--- config.mk ---
export PLATFORM = sky130hd
export DESIGN_NAME = inst_fetch_unit
export DESIGN_NICKNAME = d
export VERILOG_FILES = /design/src/rtl/inst_fetch_unit.sv
export SDC_FILE = /design/constraint.sdc
export NUM_CORES = 1
export LEC_CHECK = 0
export BUFFER_PORTS_ARGS = -buffer_cell sky130_fd_sc_hd__buf_2
export CELL_PAD_IN_SITES_DETAIL_PLACEMENT = 0
export CELL_PAD_IN_SITES_GLOBAL_PLACEMENT = 1
export CORE_ASPECT_RATIO = 0.8
export CORE_MARGIN = 2
export CORE_UTILIZATION = 39
export CTS_CLUSTER_DIAMETER = 50
export DETAILED_ROUTE_END_ITERATION = 16
export PLACE_DENSITY = 0.86
export SYNTH_ARGS = -nofsm -noshare
export SYNTH_HDL_FRONTEND = slang
export SYNTH_SLANG_ARGS = --single-unit
--- constraint.sdc ---
create_clock -name clk -period 4.2 [get_ports clk]
set_clock_uncertainty 0.1 [all_clocks]
set_input_delay 0.21 -clock clk [delete_from_list [all_inputs] [get_ports clk]]
set_output_delay 0.21 -clock clk [all_outputs]
set_load 0.005 [all_outputs]
--- src/rtl/inst_fetch_unit.sv ---
// Fetch/sequencing stage: owns PC and IR, handshakes with instruction memory,
// and resolves the next PC from the decode controller's enables while in EXEC.
module inst_fetch_unit #(
    parameter logic [31:0] RESET_PC = 32'h0000_0000,
    parameter int unsigned IM_AW    = 10
) (
    input  logic             clk,
    input  logic             rst,
    output logic             im_req,
    output logic [IM_AW-1:0] im_addr,
    input  logic [31:0]      im_rdata,
    input  logic             im_ready,
    input  logic             stall,
    input  logic             branch_ena,
    input  logic             bnez_ena,
    input  logic             Jump_ena,
    input  logic             Ret_ena,
    input  logic [31:0]      read_data1,
    input  logic [31:0]      read_data2,
    output logic [5:0]       opcode,
    output logic [4:0]       subopcode,
    output logic [3:0]       beq_typ,
    output logic [31:0]      ir,
    output logic [31:0]      pc,
    output logic             ir_valid,
    output logic [31:0]      retire_cnt
);

    typedef enum logic [1:0] {
        S_IDLE,
        S_FETCH,
        S_EXEC
    } state_t;

    localparam logic [5:0] OP_BEQ  = 6'b100110;
    localparam logic [5:0] OP_BEQZ = 6'b100111;

    state_t      state_q, state_d;
    logic [31:0] pc_q, pc_d;
    logic [31:0] ir_q, ir_d;
    logic [31:0] retire_q, retire_d;

    logic [31:0] pc_seq;
    logic [31:0] off_j;
    logic [31:0] off_14;
    logic [31:0] off_16;
    logic [31:0] next_pc;

    assign im_req     = (state_q == S_FETCH);
    assign im_addr    = pc_q[IM_AW+1:2];
    assign ir_valid   = (state_q == S_EXEC);
    assign opcode     = ir_q[30:25];
    assign subopcode  = ir_q[4:0];
    assign beq_typ    = ir_q[19:16];
    assign ir         = ir_q;
    assign pc         = pc_q;
    assign retire_cnt = retire_q;

    // Halfword-scaled offsets: sign-extend the immediate, then shift left by one.
    always_comb begin
        pc_seq  = pc_q + 32'd4;
        off_j   = {{7{ir_q[23]}}, ir_q[23:0], 1'b0};
        off_14  = {{17{ir_q[13]}}, ir_q[13:0], 1'b0};
        off_16  = {{15{ir_q[15]}}, ir_q[15:0], 1'b0};
        next_pc = pc_seq;
        if (Ret_ena) begin
            next_pc = {read_data1[31:1], 1'b0};
        end else if (Jump_ena) begin
            next_pc = pc_q + off_j;
        end else if (branch_ena && (ir_q[30:25] == OP_BEQ)) begin
            next_pc = (read_data1 == read_data2) ? (pc_q + off_14) : pc_seq;
        end else if (branch_ena && (ir_q[30:25] == OP_BEQZ)) begin
            next_pc = (read_data1 == 32'd0) ? (pc_q + off_16) : pc_seq;
        end else if (bnez_ena) begin
            next_pc = (read_data1 != 32'd0) ? (pc_q + off_16) : pc_seq;
        end
    end

    always_comb begin
        state_d  = state_q;
        pc_d     = pc_q;
        ir_d     = ir_q;
        retire_d = retire_q;
        case (state_q)
            S_IDLE: begin
                state_d = S_FETCH;
            end
            S_FETCH: begin
                if (im_ready) begin
                    ir_d    = im_rdata;
                    state_d = S_EXEC;
                end
            end
            S_EXEC: begin
                if (!stall) begin
                    pc_d     = next_pc;
                    retire_d = retire_q + 32'd1;
                    state_d  = S_FETCH;
                end
            end
            default: begin
                state_d = S_IDLE;
            end
        endcase
    end

    always_ff @(posedge clk) begin
        if (!rst) begin
            state_q  <= S_IDLE;
            pc_q     <= RESET_PC;
            ir_q     <= '0;
            retire_q <= '0;
        end else begin
            state_q  <= state_d;
            pc_q     <= pc_d;
            ir_q     <= ir_d;
            retire_q <= retire_d;
        end
    end

endmodule

==> impl_metrics.env <==
export IMPL_p_clk_share_pct=37.1
export IMPL_io_pins=227
export IMPL_clock_sinks=97
export IMPL_min_to="ir[25]"
export IMPL_vias_per_cell=5.664
export IMPL_yosysMostFrequentCell="nand2_1"
export IMPL_rr_endpoint="pc[31]"
export IMPL_nets=1557
export IMPL_fin_cells=1701
export IMPL_grtUsageTotal_pct=27.04
export IMPL_cp_end_kind="register"
export IMPL_die_h_um=138.2
export IMPL_ff_latch_area_mm2=0.001942
export IMPL_synth_top_area_share_pct=22.13
export IMPL_port_buffers=225
export IMPL_postCtsHoldBufs=30
export IMPL_post_route_period_util_pct=82.82
export IMPL_post_cts_setup_buffer_count=0
export IMPL_hold_path_depth=3
export IMPL_swShare_pct=33.37
export IMPL_hpwl_um=24860
export IMPL_syn_mean_instance_area_um2=7.461
export IMPL_p_sw_mw=0.7813
export IMPL_cts_max_level=3
export IMPL_grt_antenna_before_repair=0
export IMPL_totalNegativeSetupSlack_ps=0
export IMPL_syn_cell_area_mm2=0.008775
export IMPL_worstMarginPinSlew_ps=1024
export IMPL_firstDrtPassIters=6
export IMPL_grt_max_degree=64
export IMPL_syn2layout_area_growth_pct=21.42
export IMPL_synthTopCellsByArea="dfxtp_1 (22%), ha_1 (8.8%), xor2_1 (7.5%), a21oi_1 (7.2%), nand2_1 (7.1%)"
export IMPL_grt_pass1_wl_um=50360
export IMPL_crit_fanout=9
export IMPL_multi_input_area_mm2=0.006416
export IMPL_synth_edff_count=0
export IMPL_cts_tree="done"
export IMPL_cts_buffers_inserted=9
export IMPL_min_delay_start="im_rdata[25]"
export IMPL_min_period_ps=3479
export IMPL_required_ps=4370
export IMPL_fillers=2267
export IMPL_row_count=49
export IMPL_hold_viol=0
export IMPL_total_power_mw=2.341
export IMPL_n_antenna_cell=0
export IMPL_rrSetupSlack_ps=720
export IMPL_worstHoldPathType="input pin to register"
export IMPL_place_congestion=0.9949
export IMPL_r2r_start="pc[2]"
export IMPL_seq_power_share_pct=41.6
export IMPL_ys_ff_latch=97
export IMPL_yosysWarnings=0
export IMPL_max_freq_mhz=287.5
export IMPL_slew_violations=0
export IMPL_p_comb_share_pct=21.3
export IMPL_clockBufferDepth=2
export IMPL_grt_ovfl_total=0
export IMPL_drc=0
export IMPL_grt_pass1_vias=8944
export IMPL_drtIter0Drc=829
export IMPL_powerDensity_mw_per_mm2=219.8
export IMPL_setup_violations=0
export IMPL_outcome="complete, no violations"
export IMPL_netlist_instances=1176
export IMPL_maxSlewHeadroom_pct=31.73
export IMPL_place_inst=1655
export IMPL_synth_common_cells="nand2_1 (167), a21oi_1 (126), dfxtp_1 (97)"
export IMPL_finalWirelength_um=32830
export IMPL_r2r_cells=12
export IMPL_ys_seq_area_share_pct=22.13
export IMPL_async_flop_share_pct=0
export IMPL_ir_drop_mv=0.1470
export IMPL_synthDistinctLibCells=77
export IMPL_cts_resized=0
export IMPL_num_vias=9635
export IMPL_max_cap_violations=0
export IMPL_post_drt_wl_per_cell_um=19.30
export IMPL_start_kind="register"
export IMPL_start_util_pct=39.43
export IMPL_ant_nets=0
export IMPL_fp_dieW_um=171.7
export IMPL_dieArea_mm2=0.02372
export IMPL_worstPathArrival_ps=3650
export IMPL_clk_latency_ps=370
export IMPL_cts_root_buf="clkbuf_16"
export IMPL_p_int_mw=1.560
export IMPL_final_layout_size_suffix_gt1_share_pct=20.79
export IMPL_crit_type="register to register"
export IMPL_p_leak_nw=4.840
export IMPL_clkTransAtPathRegs_ps=90
export IMPL_coreArea_mm2=0.02226
export IMPL_rsz0062_at_grt="false"
export IMPL_ys_flop_type="dfxtp_1"
export IMPL_synth_top_area_cell="dfxtp_1"
export IMPL_syn_num_nets=1343
layout by cell type, fill, tap and decap left out, types with 7 or more instances in the layout:
| cell | instances |
|---|---|
| a211oi_1 | 10 |
| a21o_1 | 34 |
| a21oi_1 | 126 |
| a221oi_1 | 8 |
| a31oi_1 | 10 |
| and3_1 | 23 |
| buf_2 | 225 |
| buf_4 | 19 |
| clkbuf_16 | 9 |
| dfxtp_1 | 97 |
| dlygate4sd3_1 | 30 |
| ha_1 | 62 |
| inv_1 | 12 |
| nand2_1 | 167 |
| nand2b_1 | 12 |
| nand3_1 | 41 |
| nand4_1 | 21 |
| nor2_1 | 92 |
| nor2b_1 | 10 |
| nor3_1 | 19 |
| nor4_1 | 19 |
| o211ai_1 | 20 |
| o21a_1 | 8 |
| o21ai_0 | 58 |
| or2_2 | 7 |
| or3_1 | 18 |
| xnor2_1 | 58 |
| xor2_1 | 75 |
logic make-up (layout without fill, tap and decap cells):
family / count (synthesis) / after routing / share of synthesized area [%]
flip-flops: 97 / 97 / 22.13
multiplexers: 5 / 5 / 0.6131
AND/OR/NAND/NOR: 456 / 456 / 25.02
adder cells (fa/ha/maj): 63 / 63 / 9.069
buffers and inverters: 84 / 303 / 4.862
other: 1 / 1 / 0.04274
XOR/XNOR: 133 / 133 / 13.28
AO/OA/AOI/OAI: 337 / 337 / 24.98
final cells by class:
type                    count  share of cell area [%]
well taps                 306                   3.594
multi-input cells         995                   60.22
clock inverters             7                  0.6577
clock buffers               9                   2.114
flip-flops and latches     97                   18.23
repair buffers            274                   14.73
inverters                  13                  0.4580
how the worst max path moves through the flow:
stage / start / to / slack (ps) / depth (start not counted)
6_report: pc[2] / pc[31] / 720 / 12
5_1_grt: pc[2] / pc[31] / 430 / 12
4_1_cts: pc[2] / pc[23] / 770 / 12
3_5_place_dp: pc[2] / pc[23] / 780 / 12
3_3_place_gp: pc[15] / pc[26] / 820 / 10
2_1_floorplan: ir[13] / pc[31] / 1000 / 12
power by group through the flow:
stage	Sequential (mW)	Combinational (mW)	Clock, mW
3_5_place_dp	0.996	0.467	0
6_report	0.974	0.499	0.869
2_1_floorplan	0.994	0.273	0
5_1_grt	0.978	0.541	0.922
4_1_cts	0.974	0.491	0.890
3_3_place_gp	0.995	0.468	0
routing by layer:
metal  global-route usage (%)  up-vias  wire, µm
met2                    42.36      401     14540
met3                    4.437       41      2454
li1                         -     4692         -
met1                    38.61     4501     15170
met4                    6.601        0       658
met5                        0        -         0
registers in the layout, summed over array words and instances, names as in the netlist:
signal and count:
state_q 2, pc 31, ir 32, retire_cnt 32
worst max-delay path, cell delays in order, from the launching register on:
cell and delay [ps]:
dfxtp_1 510, inv_1 140, fa_1 500, nor2b_4 180, o31ai_4 90, a211oi_2 300, o21ai_0 230, o21ai_0 400
a41o_1 290, nor2_1 70, nor4_1 200, o21ai_0 120, a221oi_1 270
metrics by stage:
stage / hold slack (ps) / setup slack, ps / util [%] / instance area, µm²
finish: 13.36 / 721.5 / 47.87 / 10650
global route: 32.18 / 425.4 / 47.87 / 10650
CTS: 7.362 / 772.6 / 47.87 / 10650
detailed placement: 352.7 / 783.5 / 45.20 / 10060
global placement: 341.5 / 824.4 / 45.20 / 10060
floorplan: 246.0 / 1000 / - / 8775
Note: power is estimated with default switching activity, not from simulation.
